<file path="src/rtl/ysyx_22041211_mem_arbiter.sv">
// Memory port arbiter: shares one memory port between IFU and LSU.
// One outstanding transaction, LSU priority, watchdog error response.
module ysyx_22041211_mem_arbiter #(
    parameter int ADDR_WIDTH = 32,
    parameter int DATA_WIDTH = 32,
    parameter int TIMEOUT    = 256
) (
    input  logic                    clk,
    input  logic                    rst,
    input  logic                    ifu_req_valid,
    output logic                    ifu_req_ready,
    input  logic [ADDR_WIDTH-1:0]   ifu_req_addr,
    output logic                    ifu_rsp_valid,
    input  logic                    ifu_rsp_ready,
    output logic [DATA_WIDTH-1:0]   ifu_rsp_rdata,
    output logic                    ifu_rsp_err,
    input  logic                    lsu_req_valid,
    output logic                    lsu_req_ready,
    input  logic [ADDR_WIDTH-1:0]   lsu_req_addr,
    input  logic                    lsu_req_wen,
    input  logic [DATA_WIDTH-1:0]   lsu_req_wdata,
    input  logic [DATA_WIDTH/8-1:0] lsu_req_wmask,
    output logic                    lsu_rsp_valid,
    input  logic                    lsu_rsp_ready,
    output logic [DATA_WIDTH-1:0]   lsu_rsp_rdata,
    output logic                    lsu_rsp_err,
    output logic                    mem_req_valid,
    input  logic                    mem_req_ready,
    output logic [ADDR_WIDTH-1:0]   mem_req_addr,
    output logic                    mem_req_wen,
    output logic [DATA_WIDTH-1:0]   mem_req_wdata,
    output logic [DATA_WIDTH/8-1:0] mem_req_wmask,
    input  logic                    mem_rsp_valid,
    output logic                    mem_rsp_ready,
    input  logic [DATA_WIDTH-1:0]   mem_rsp_rdata,
    output logic                    busy,
    output logic [1:0]              grant
);

    localparam int SW = DATA_WIDTH / 8;
    localparam int CW = (TIMEOUT > 1) ? $clog2(TIMEOUT) : 1;
    localparam logic [CW-1:0] CNT_LAST =
        (TIMEOUT > 0) ? CW'(TIMEOUT - 1) : '0;

    typedef enum logic [1:0] {
        S_IDLE,
        S_REQ,
        S_WAIT,
        S_ERR
    } state_e;

    state_e                state_q, state_d;
    logic                  owner_q, owner_d;
    logic [CW-1:0]         cnt_q, cnt_d;
    logic [ADDR_WIDTH-1:0] addr_q, addr_d;
    logic                  wen_q, wen_d;
    logic [DATA_WIDTH-1:0] wdata_q, wdata_d;
    logic [SW-1:0]         wmask_q, wmask_d;

    logic own_rsp_ready;
    logic tmo;

    assign own_rsp_ready = owner_q ? lsu_rsp_ready : ifu_rsp_ready;
    assign tmo           = (TIMEOUT > 0) && (cnt_q == CNT_LAST);

    assign mem_req_addr  = addr_q;
    assign mem_req_wen   = wen_q;
    assign mem_req_wdata = wdata_q;
    assign mem_req_wmask = wmask_q;
    assign busy          = (state_q != S_IDLE);
    assign grant         = busy ? (owner_q ? 2'b10 : 2'b01) : 2'b00;

    // State and latched-request registers
    always_ff @(posedge clk) begin
        if (rst) begin
            state_q <= S_IDLE;
            owner_q <= 1'b0;
            cnt_q   <= '0;
            addr_q  <= '0;
            wen_q   <= 1'b0;
            wdata_q <= '0;
            wmask_q <= '0;
        end else begin
            state_q <= state_d;
            owner_q <= owner_d;
            cnt_q   <= cnt_d;
            addr_q  <= addr_d;
            wen_q   <= wen_d;
            wdata_q <= wdata_d;
            wmask_q <= wmask_d;
        end
    end

    // Next state: accept, forward, complete or time out
    always_comb begin
        state_d = state_q;
        owner_d = owner_q;
        cnt_d   = cnt_q;
        addr_d  = addr_q;
        wen_d   = wen_q;
        wdata_d = wdata_q;
        wmask_d = wmask_q;
        if ((state_q == S_REQ || state_q == S_WAIT) && cnt_q != '1) begin
            cnt_d = cnt_q + CW'(1);
        end
        unique case (state_q)
            S_IDLE: begin
                if (lsu_req_valid) begin
                    state_d = S_REQ;
                    owner_d = 1'b1;
                    cnt_d   = '0;
                    addr_d  = lsu_req_addr;
                    wen_d   = lsu_req_wen;
                    wdata_d = lsu_req_wdata;
                    wmask_d = lsu_req_wmask;
                end else if (ifu_req_valid) begin
                    state_d = S_REQ;
                    owner_d = 1'b0;
                    cnt_d   = '0;
                    addr_d  = ifu_req_addr;
                    wen_d   = 1'b0;
                    wdata_d = '0;
                    wmask_d = '0;
                end
            end
            S_REQ: begin
                if (mem_req_ready) begin
                    state_d = S_WAIT;
                end else if (tmo) begin
                    state_d = S_ERR;
                end
            end
            S_WAIT: begin
                if (mem_rsp_valid && own_rsp_ready) begin
                    state_d = S_IDLE;
                end else if (tmo) begin
                    state_d = S_ERR;
                end
            end
            S_ERR: begin
                if (own_rsp_ready) begin
                    state_d = S_IDLE;
                end
            end
            default: state_d = S_IDLE;
        endcase
    end

    // Handshake outputs and response routing to the owner
    always_comb begin
        ifu_req_ready = 1'b0;
        lsu_req_ready = 1'b0;
        ifu_rsp_valid = 1'b0;
        ifu_rsp_rdata = '0;
        ifu_rsp_err   = 1'b0;
        lsu_rsp_valid = 1'b0;
        lsu_rsp_rdata = '0;
        lsu_rsp_err   = 1'b0;
        mem_req_valid = 1'b0;
        mem_rsp_ready = 1'b0;
        unique case (state_q)
            S_IDLE: begin
                lsu_req_ready = !rst;
                ifu_req_ready = !rst && !lsu_req_valid;
                mem_rsp_ready = !rst;
            end
            S_REQ: begin
                mem_req_valid = 1'b1;
            end
            S_WAIT: begin
                mem_rsp_ready = own_rsp_ready;
                if (owner_q) begin
                    lsu_rsp_valid = mem_rsp_valid;
                    lsu_rsp_rdata = mem_rsp_valid ? mem_rsp_rdata : '0;
                end else begin
                    ifu_rsp_valid = mem_rsp_valid;
                    ifu_rsp_rdata = mem_rsp_valid ? mem_rsp_rdata : '0;
                end
            end
            S_ERR: begin
                if (owner_q) begin
                    lsu_rsp_valid = 1'b1;
                    lsu_rsp_err   = 1'b1;
                end else begin
                    ifu_rsp_valid = 1'b1;
                    ifu_rsp_err   = 1'b1;
                end
            end
            default: ;
        endcase
    end

endmodule
</file>
<file path="config.mk">
export PLATFORM = sky130hd
export DESIGN_NAME = ysyx_22041211_mem_arbiter
export DESIGN_NICKNAME = d
export VERILOG_FILES = /design/src/rtl/ysyx_22041211_mem_arbiter.sv
export SDC_FILE = /design/constraint.sdc
export NUM_CORES = 1
export LEC_CHECK = 0
export ABC_AREA = 0
export BUFFER_PORTS_ARGS = -buffer_cell sky130_fd_sc_hd__clkbuf_2
export CAP_MARGIN = 5
export CORE_AREA = 2 2 112 114
export CTS_CLUSTER_DIAMETER = 100
export DETAILED_ROUTE_END_ITERATION = 10
export DIE_AREA = 0 0 114 116
export GPL_TIMING_DRIVEN = 1
export PLACE_DENSITY = 0.75
export SETUP_SLACK_MARGIN = 0.05
export SYNTH_ARGS = -nofsm -noshare
export SYNTH_HDL_FRONTEND = slang
export SYNTH_SLANG_ARGS = --single-unit
</file>
<file path="constraint.sdc">
create_clock -name clk -period 2.2 [get_ports clk]
set_input_delay 0.11 -clock clk [delete_from_list [all_inputs] [get_ports clk]]
set_output_delay 0.11 -clock clk [all_outputs]
set_load 0.005 [all_outputs]
</file>
# After elaboration in Yosys (flattened, before gate mapping)
# Index checks and enable logic that the tools add are counted.
dict set report word_totals {
  n_memories 0
  mem_bits_ro 0
  ramBits 0
  output_inout_bits 144
  regBits 80
  word_cells 66
  input_bits 141
  latchBits 0
}
dict set report classes {
  shifts 0
  add_sub_neg 1
  n_eq_ne 7
  mux 40
  n_div 0
  n_reduce_logical 11
  order_cmp 0
  multipliers 0
  n_bitwise 0
}
# cell count
set op_table {}
lappend op_table {{two-way mux 32 bit} 9}
lappend op_table {{two-way mux 8 bit} 4}
lappend op_table {{two-way mux 2 bit} 8}
lappend op_table {{two-way mux 1 bit} 13}
lappend op_table {{adder 8 x 1 -> 8 bit, second input constant} 1}
lappend op_table {{== test 8 bit, second input constant} 1}
lappend op_table {{two-way mux 4 bit} 2}
lappend op_table {{inequality test 8 bit, second input constant} 1}
lappend op_table {{case mux 2 bit (4 select lines)} 1}
lappend op_table {{case mux 1 bit (2 select lines)} 3}
lappend op_table {{== test 2 bit, second input constant} 2}
lappend op_table {{AND reduction 2 bit} 2}
lappend op_table {{nonzero test 2 bit} 2}
lappend op_table {{logical AND 1 bit} 3}
lappend op_table {{inequality test 3 bit, second input constant} 1}
lappend op_table {{== test 2 x 1 -> 1 bit, second input constant} 1}
lappend op_table {{logical NOT 1 bit} 2}
lappend op_table {{logical NOT 2 bit} 1}
lappend op_table {{inequality test 2 bit, second input constant} 1}
lappend op_table {{logical OR 1 bit} 1}

# Longest topological paths before layout
# Gate-level depths: netlist (run 1).
dict set report logic_depth {
  depth_word 7
  ltp_mapped 8
  ltp_nobuf 6
}

# Worst setup path after synthesis (run 1)
# Ideal clock, no wire load.
dict set report synth_timing {
  kind {register to register}
  start {register state_q[0]}
  end {register wdata_q[0] (netlist: mem_req_wdata[0])}
  path_stages_with_launch 9
  n_path_buf 2
  setup_slack_ns 0.617
  arrival_time_ns 1.466
  t_required_ns 2.083
  synth_period_minus_slack_ns 1.583
  path_cell_list {dfxtp_1 > inv_1 > ha_1 > nand2b_2 > inv_2 > and2_1 > buf_6 > buf_6 > a22o_1}
}
dict set report synth_via {
  elab_chain_len 2
}
# item line
set synth_rtl {}
lappend synth_rtl {{start: declaration} 52} ;# state_e state_q, state_d;
lappend synth_rtl {{start signal: assignment} 84} ;# state_q <= state_d;
lappend synth_rtl {{logical NOT 2 bit} 106} ;# unique case (state_q)
lappend synth_rtl {{AND reduction 2 bit (no line)} --}
lappend synth_rtl {{end signal: assignment} 89} ;# wdata_q <= wdata_d;
lappend synth_rtl {{end: declaration} 57} ;# logic [DATA_WIDTH-1:0] wdata_q, wdata_d;
# No other way between the ends.
# A chain may end at the register's enable or synchronous reset.

# Final worst setup path (run 1)
dict set report layout_timing {
  start {register state_q[0]}
  end {output ifu_rsp_valid}
}
dict set report layout_via {
  elab_chain_len 2
  elab_cells_between_ends 3
  cone_classes {eq/ne (2); mux (1)}
}
# item line
set layout_rtl {}
lappend layout_rtl {{== test 2 bit} 161} ;# unique case (state_q)
lappend layout_rtl {{case mux 1 bit (2 select lines) *} 161}
lappend layout_rtl {{end: declaration} 13} ;# output logic ifu_rsp_valid,
# Mark *: on every way between the ends. The rest lies on a longest branch, timed or not.

==> results.cfg, run 1 <==
[place]
post_dp_cell_area_um2 = 5190
dpl.cell_count = 793
portBuffers = 284
hpwl_mm = 8.98
gp_congestion = 0.831
dp_worst_setup_slack_ns = 0.406

[route]
drtIter0Drc = 121
wl_met3_um = 878
dr.pass1.iters = 4
avgRoutedWirePerCell_um = 13.8
ant_nets = 0
vias_per_cell = 4.54
met2WireLength_mm = 6.00
drc = 0
drt_wl_total_mm = 11.6
vias = 3800
wl_met1_mm = 4.48
highest_layer = met4

[critical_path]
required_ns = 2.09
cp-start-kind = flop
endpoint_kind = primary output
crit_path_max_incr_delay_ns = 0.36
crit_type = flop to primary output
ff2ff_path_depth = 7
slowest_stage = dfxtp_1
r2r_slack_ns = 0.38
cp_max_fo = 33
cp_cell_sequence = inv_1, ha_1, nand2_1, nor2_1, buf_4, or2_2, clkbuf_2
arrival_ns = 1.84

[timing]
fmax_mhz = 514
period_minus_slack_ns = 1.95
tns_ns = 0
hold_viol_final = 0
fin_crit_sh_pct = 88.5
fin_ws_ns = 0.253
hold_slack_ns = 0.0140
tightest_slew_ns = 0.515
setup_viol = 0
slew_violations = 0
rsz0062_at_grt = false
skew_ns = 0.00612
relSlewSlack_pct = 64.8

[synthesis]
synth_area_um2 = 3700
yosysSeqAreaShare_pct = 43.3
synth_top_area_cell = dfxtp_1
syn_inst = 385
synthFlopType = dfxtp_1
synth_top_cell_area_share_pct = 43.3
ys_types = 37
yosys_warnings = 0
syn_nets = 532
synth_edf_count = 0
avgSynthCellArea_um2 = 9.61
synthArstFlopShare_pct = 0
synthTopCellsByArea = dfxtp_1 (43%), and2_1 (11%), mux2i_1 (8.9%)
synth-seq-cells = 80

[cts]
cts_root_buf = clkbuf_16
cts_max_path_buffers = 2
worstSkewPairLatency_ns = 0.33
cts_tree = yes
cts_made_buffers = 9
path_clk_slew_ns = 0.06
clock-sinks = 80
cts_resized = 0
post-cts-setup-buffer-count = 0
hold_buffers = 26
htree_levels = 3

[grt]
grt_pass1_vias = 3456
grt_max_degree = 65
antenna_found_initial = 1
grt.overflow.total = 0
grt_pass1_wl_mm = 17.0
grt_usage_pct = 16.4

[floorplan]
start_util_pct = 31.1
rows = 40
die_h_um = 116
die_area_um2 = 13200
io_pins = 285
core-area_um2 = 11900
die_w_um = 114

[run_status]
status = completed

[power_and_ir_drop]
p_total_mw = 4.15
power_leakage_nw = 3.03
p_sw_share_pct = 27.4
p_comb_share_pct = 21.7
clock_power_share_pct = 37.1
p_per_area_nw_per_um2 = 717
ir_drop_uv = 286
sequentialPowerShare_pct = 41.2
p_int_mw = 3.01
p_switching_mw = 1.13

[cells_and_area]
nets = 831
final_cell_mix = clkbuf_2 (284), dfxtp_1 (80), and2_1 (67), nor2_1 (47), a22o_1 (37)
area_growth_pct = 56.3
mostFrequentLayoutCell = clkbuf_2
final_util_pct = 48.6
fin_area_um2 = 5780
instances_no_fill = 837
drive_gt1_share_pct = 46.3

[hold_path]
min_path_type = input pin to flop
hold-path-cell-count = 2

[flow_run]
max_cap_viol_count = 0
cell type report:
type | instances | area, µm²
Fill cell | 1136 | 6130
Multi-Input combinational cell | 266 | 1890
Timing Repair Buffer | 318 | 1760
Sequential cell | 80 | 1600
Clock buffer | 11 | 253
Tap cell | 147 | 184
Clock inverter | 5 | 62.6
Inverter | 9 | 33.8
Antenna cell | 1 | 2.50
worst paths after layout:
kind | end | startpoint
setup / recovery | ifu_rsp_valid | state_q[0]
hold / removal | mem_req_wdata[22] | lsu_req_wdata[22]
setup reg to reg | mem_req_wen | state_q[0]
hold reg to reg | mem_req_wdata[11] | mem_req_wdata[11]
critical path, delay by kind of cell (launching register included):
family / cells / cell delay (ns)
simple gates: 3 / 0.43
fa+ha+maj: 1 / 0.27
flops: 1 / 0.36
buf+inv: 3 / 0.44
logic make-up (layout without fill, tap and decap cells):
logic type	count (synthesis)	in the layout	share of synthesized area, %
multiplexers	34	34	9.30
XOR/XNOR	7	7	1.66
buffers and inverters	39	343	5.88
flip-flops	80	80	43.3
adder cells (fa/ha/maj)	6	6	2.03
AND/OR/NAND/NOR	133	133	19.3
AO/OA/AOI/OAI	86	86	18.6
other	0	1	0
layer usage:
metal / vias to the layer above / global-route usage, %
met5: - / 0
met2: 181 / 30.2
li1: 1941 / -
met4: 0 / 5.69
met3: 13 / 4.39
met1: 1665 / 18.2
synth_stat cells (2+ instances only):
cell type  count
a211oi_1      32
a21o_1         2
a22o_1        37
and2_1        67
and4_1         2
buf_2          9
buf_4          4
buf_6          6
clkbuf_1      11
dfxtp_1       80
ha_1           6
inv_1          7
inv_2          2
mux2i_1       33
nand2_1        3
nand3_1        2
nor2_1        48
nor3_1         2
o211ai_1       2
o21ai_0        6
or2_2          3
xor2_1         6
power groups by stage:
stage	logic (mW)	registers, mW	clock network, mW
2_1_floorplan	0.476	1.75	0
4_1_cts	0.906	1.71	1.58
3_5_place_dp	0.867	1.74	0
3_3_place_gp	0.847	1.74	0
5_1_grt	1.00	1.73	1.65
6_report	0.898	1.71	1.54
flip-flops by register name, summed over array words and instances, names as in the netlist:
name and flops:
mem_req_addr 32, mem_req_wdata 32, cnt_q 8, mem_req_wmask 4, state_q 2, mem_req_wen 1, owner_q 1
No activity file was read; power rests on OpenSTA's default activity.
==> run 2, diff against run 1 <==
--- a/config.mk
+++ b/config.mk
@@ -8,12 +8,14 @@
 export ABC_AREA = 0
 export BUFFER_PORTS_ARGS = -buffer_cell sky130_fd_sc_hd__clkbuf_2
 export CAP_MARGIN = 5
-export CORE_AREA = 2 2 112 114
+export CELL_PAD_IN_SITES_DETAIL_PLACEMENT = 2
+export CELL_PAD_IN_SITES_GLOBAL_PLACEMENT = 2
+export CORE_MARGIN = 2
+export CORE_UTILIZATION = 21
 export CTS_CLUSTER_DIAMETER = 100
 export DETAILED_ROUTE_END_ITERATION = 10
-export DIE_AREA = 0 0 114 116
 export GPL_TIMING_DRIVEN = 1
-export PLACE_DENSITY = 0.75
+export PLACE_DENSITY = 0.91
 export SETUP_SLACK_MARGIN = 0.05
 export SYNTH_ARGS = -nofsm -noshare
 export SYNTH_HDL_FRONTEND = slang
==> constraint.sdc (replaced) <==
create_clock -name clk -period 2.2 [get_ports clk]
set_input_delay 0.11 -clock clk [delete_from_list [all_inputs] [get_ports clk]]
set_output_delay 0.11 -clock clk [all_outputs]
set_load 0.05 [all_outputs]
==> run 2 against run 1 <==
Setup slack got worse by 0.11 ns. Sequential power hardly changed. Cell count grew 10%. Critical path type unchanged. Combinational power is 78% higher. Fmax is 5.4% lower. Clock power grew 8%.
==> results.cfg, run 2 (synthesis results as in run 1) <==
[critical_path]
crit_type = flop to primary output
endpoint_kind = primary output
ff2ff_path_depth = 6
arrival_ns = 1.95
cp_cell_sequence = inv_1, ha_2, nand2_1, nor2_1, buf_6, and2_1, clkbuf_2
path_buf_inv = 3
rr_endpoint = cnt_q[6]
critPathTopFamily = buffers and inverters
cp-start-kind = flop
slowest_stage = dfxtp_1
cp_max_fo = 33
crit_path_max_incr_delay_ns = 0.33
r2r-start = state_q[1]
required_ns = 2.09
r2r_slack_ns = 0.40

[route]
ant_nets = 0
vias_per_cell = 4.44
drt_wl_total_mm = 17.0
avgRoutedWirePerCell_um = 18.5
dr.pass1.iters = 4
drtIter0Drc = 90
vias = 4091
drc = 0

[grt]
grt_max_degree = 65
grt_usage_pct = 17.4
grt.overflow.total = 0
grt_pass1_vias = 4414
antenna_found_initial = 0
grt_pass1_wl_mm = 24.6

[timing]
skew_ns = 0.0148
tightest_slew_ns = 0.527
fmax_mhz = 486
fin_ws_ns = 0.143
relSlewSlack_pct = 63.9
slew_violations = 0
setup_viol = 0
fin_crit_sh_pct = 93.5
tns_ns = 0
hold_viol_final = 0
rsz0062_at_grt = false
hold_slack_ns = 0.00487
period_minus_slack_ns = 2.06

[run_status]
status = completed

[cts]
cts_root_buf = clkbuf_16
cts_tree = yes
cts_made_buffers = 9
path_clk_slew_ns = 0.06
post-cts-setup-buffer-count = 0
clock-sinks = 80
htree_levels = 3
cts_max_path_buffers = 2
worstSkewPairLatency_ns = 0.35

[cells_and_area]
instances_no_fill = 922
n_antenna_cell = 0
drive_gt1_share_pct = 46.2
final_cell_mix = clkbuf_2 (232), dfxtp_1 (80), and2_1 (67), nor2_1 (46), a22o_1 (37)
mostFrequentLayoutCell = clkbuf_2
nets = 839
area_growth_pct = 69.3

[place]
dp_worst_setup_slack_ns = 0.388
gp_congestion = 0.733
hpwl_mm = 12.8
portBuffers = 284
dpl.cell_count = 871

[floorplan]
start_util_pct = 21.5
die_area_um2 = 18700
io_pins = 285
die_w_um = 137
rows = 48
core-area_um2 = 17200
die_h_um = 137

[power_and_ir_drop]
ir_drop_uv = 348
power_leakage_nw = 3.17
p_per_area_nw_per_um2 = 796
p_total_mw = 4.99

[flow_run]
max_cap_viol_count = 0

[hold_path]
holdPathEnd = mem_req_wdata[31]
hold_start = lsu_req_wdata[31]
hold-path-cell-count = 2
min_path_type = input pin to flop
run 2: cell type report:
class                      count  area (µm²)
fill                        1952       11000
timing repair buffer         326        2130
multi-input combinational    266        1890
sequential                    80        1600
tap                          225         282
clock buffer                   9         225
clock inverter                 7         101
inverter                       9        33.8
run 2: worst max-delay path by stage:
stage / from / endpoint / slack (ns) / cells past startpoint
final: state_q[0] / ifu_rsp_rdata[25] / 0.14 / 7
after global routing: state_q[0] / ifu_rsp_rdata[25] / 0.02 / 7
after CTS: state_q[0] / lsu_rsp_rdata[25] / 0.06 / 7
after detailed placement: state_q[0] / mem_req_addr[1] / 0.39 / 7
after global placement: state_q[0] / mem_req_wdata[23] / 0.52 / 7
after floorplan: state_q[0] / mem_rsp_ready / 0.32 / 4
run 2: through the flow:
stage / cell area (µm²) / utilization (%)
2_1_floorplan: 3700 / -
3_3_place_gp: 5560 / 32.2
3_5_place_dp: 5560 / 32.2
4_1_cts: 6220 / 36.1
5_1_grt: 6270 / 36.4
6_report: 6270 / 36.4
run 2: timing repair:
action,in CTS,in global routing
setup endpoints to repair,2,63
cloned,0,1
endpoints found under the hold margin,33,1
resized for setup,2,46
hold buffers,33,1
run 2: power by group:
part           switching (mW)  internal [mW]  total [mW]
combinational            1.13          0.467        1.60
clock                   0.662           1.01        1.67
sequential              0.105           1.62        1.72
run 2: per-layer routing:
| metal | GRT usage (%) | routed length [µm] | vias up | part of all wire (%) |
|---|---|---|---|---|
| met2 | 35.2 | 9510 | 204 | 56 |
| met1 | 16.5 | 5830 | 1904 | 34 |
| li1 | - | - | 1965 | - |
| met5 | 0 | 0 | - | 0 |
| met3 | 4.44 | 1330 | 18 | 7.8 |
| met4 | 6.60 | 365 | 0 | 2.1 |
==> run 3, diff against run 2 <==
--- a/config.mk
+++ b/config.mk
@@ -11,12 +11,13 @@
 export CELL_PAD_IN_SITES_DETAIL_PLACEMENT = 2
 export CELL_PAD_IN_SITES_GLOBAL_PLACEMENT = 2
 export CORE_MARGIN = 2
-export CORE_UTILIZATION = 21
+export CORE_UTILIZATION = 19
 export CTS_CLUSTER_DIAMETER = 100
 export DETAILED_ROUTE_END_ITERATION = 10
 export GPL_TIMING_DRIVEN = 1
-export PLACE_DENSITY = 0.91
+export PLACE_DENSITY = 0.87
 export SETUP_SLACK_MARGIN = 0.05
+export SLEW_MARGIN = 10
 export SYNTH_ARGS = -nofsm -noshare
 export SYNTH_HDL_FRONTEND = slang
 export SYNTH_SLANG_ARGS = --single-unit
==> constraint.sdc (replaced) <==
create_clock -name clk -period 1.8 [get_ports clk]
set_input_delay 0.09 -clock clk [delete_from_list [all_inputs] [get_ports clk]]
set_output_delay 0.09 -clock clk [all_outputs]
set_load 0.05 [all_outputs]
==> run 3 against run 2 <==
The run now ends with setup timing left. Setup slack worse by 0.19 ns. Sequential share of layout area shrank 3.8 points. Wire length grew 14%. Core utilization grew 1.8 points.
==> results.cfg, run 3 (synthesis results as in run 1) <==
[cts]
cts_made_buffers = 9
path_clk_slew_ns = 0.06
clock-sinks = 80
cts_root_buf = clkbuf_16
htree_levels = 3
cts_tree = yes
cts_max_path_buffers = 2
worstSkewPairLatency_ns = 0.34

[run_status]
status = finished with violations
violations = setup timing

[route]
drc = 0
drt_wl_total_mm = 19.4
vias = 4317
ant_nets = 0
drtIter0Drc = 68
dr.pass1.iters = 4
vias_per_cell = 4.39
avgRoutedWirePerCell_um = 19.7

[cells_and_area]
mostFrequentLayoutCell = clkbuf_2
drive_gt1_share_pct = 57.7
fin_area_um2 = 7360
instances_no_fill = 983
area_growth_pct = 98.8
final_cell_mix = clkbuf_2 (215), dfxtp_1 (78), and2_4 (65), nor2_1 (45), buf_8 (40)
nets = 859
fillers = 2109

[grt]
antenna_found_initial = 1
grt_usage_pct = 17.3
grt_pass1_wl_mm = 27.3
grt_max_degree = 39
grt.overflow.total = 0
grt_pass1_vias = 4760

[critical_path]
cp-start-kind = flop
required_ns = 1.71
endpoint_kind = primary output
cp_max_fo = 8
crit_type = flop to primary output
arrival_ns = 1.76

[floorplan]
die_area_um2 = 20600
die_h_um = 144
core-area_um2 = 19300
start_util_pct = 19.2
io_pins = 285
rows = 51
die_w_um = 144

[place]
post_dp_cell_area_um2 = 5800
portBuffers = 284
hpwl_mm = 12.7
dpl.cell_count = 918
gp_congestion = 0.726

[timing]
period_minus_slack_ns = 1.85
hold_viol_final = 0
tightest_slew_ns = 0.894
slew_violations = 0
fin_ws_ns = -0.0451
rsz0062_at_grt = true
setup_viol = 16
skew_ns = 0.00740
fmax_mhz = 542
relSlewSlack_pct = 40.3
fin_crit_sh_pct = 103

[power_and_ir_drop]
power_leakage_nw = 3.51
p_per_area_nw_per_um2 = 840
p_total_mw = 6.18
ir_drop_uv = 503

[flow_run]
max_cap_viol_count = 0

[hold_path]
min_path_type = input pin to flop
[run 3: cell types whose count changed in the layout (fill, tap and decap cells not counted), sizes merged]
cell and delta:
dlygate4sd3 +2, clkinv +1, diode +1, buf +35, bufinv -1, clkinvlp -1
bufbuf +1, clkbuf -17
[run 3: worst paths after layout]
path	start	to	slack, ns	cells past startpoint
worst max-delay path	state_q[1]	ifu_rsp_rdata[2]	-0.05	8
worst min-delay path	lsu_req_wdata[28]	mem_req_wdata[28]	0.0003	2
worst max register to register	state_q[1]	mem_req_wdata[6]	0.10	6
worst min register to register	mem_req_wdata[0]	mem_req_wdata[0]	0.48	1
[run 3: what timing repair did]
action / in CTS / in global routing
buffers inserted: 2 / 5
pin swaps: 5 / 45
cloned: 2 / 4
endpoints found under the hold margin: 36 / 0
resized for setup: 116 / 105
endpoints found under the setup margin: 109 / 133
hold buffers: 36 / 0
[run 3: area by class of cell]
class | count | area, µm² | area share, %
clock inverters | 6 | 75.1 | 1.02
flip-flops and latches | 80 | 1600 | 21.8
repair buffers | 346 | 2940 | 39.9
well taps | 265 | 332 | 4.51
clock buffers | 10 | 239 | 3.25
diodes | 1 | 2.50 | 0.0340
inverters | 9 | 36.3 | 0.493
multi-input cells | 266 | 2130 | 29.0
[run 3: worst max-delay path, stage by stage (launching register included)]
cell	delay [ns]
dfxtp_2	0.35
buf_6	0.11
ha_4	0.14
nand2_4	0.07
nor2_4	0.15
buf_6	0.16
clkbuf_16	0.16
and2_4	0.15
buf_8	0.14
[run 3: where the power goes]
part	internal (mW)	switching (mW)	total, mW
registers	1.98	0.123	2.10
logic	0.674	1.45	2.13
clock network	1.14	0.821	1.96
total	3.79	2.40	6.18
[run 3: metrics by stage]
step	hold slack [ns]	util (%)	TNS, ns	worst slack, ns
floorplan	0.223	-	0	0.0974
global placement	0.307	30.1	0	0.0509
detailed placement	0.313	30.1	-0.167	-0.0277
CTS	0.00284	36.5	-0.599	-0.0435
global route	0.0118	38.2	-2.05	-0.108
finish	0.000345	38.2	-0.430	-0.0451
[run 3: metal layers]
layer | up-vias | part of all wire, % | GRT usage (%)
met2 | 223 | 55 | 34.4
li1 | 1995 | - | -
met5 | - | 0 | 0
met3 | 28 | 7.5 | 4.00
met4 | 0 | 2.7 | 4.75
met1 | 2071 | 34 | 17.9
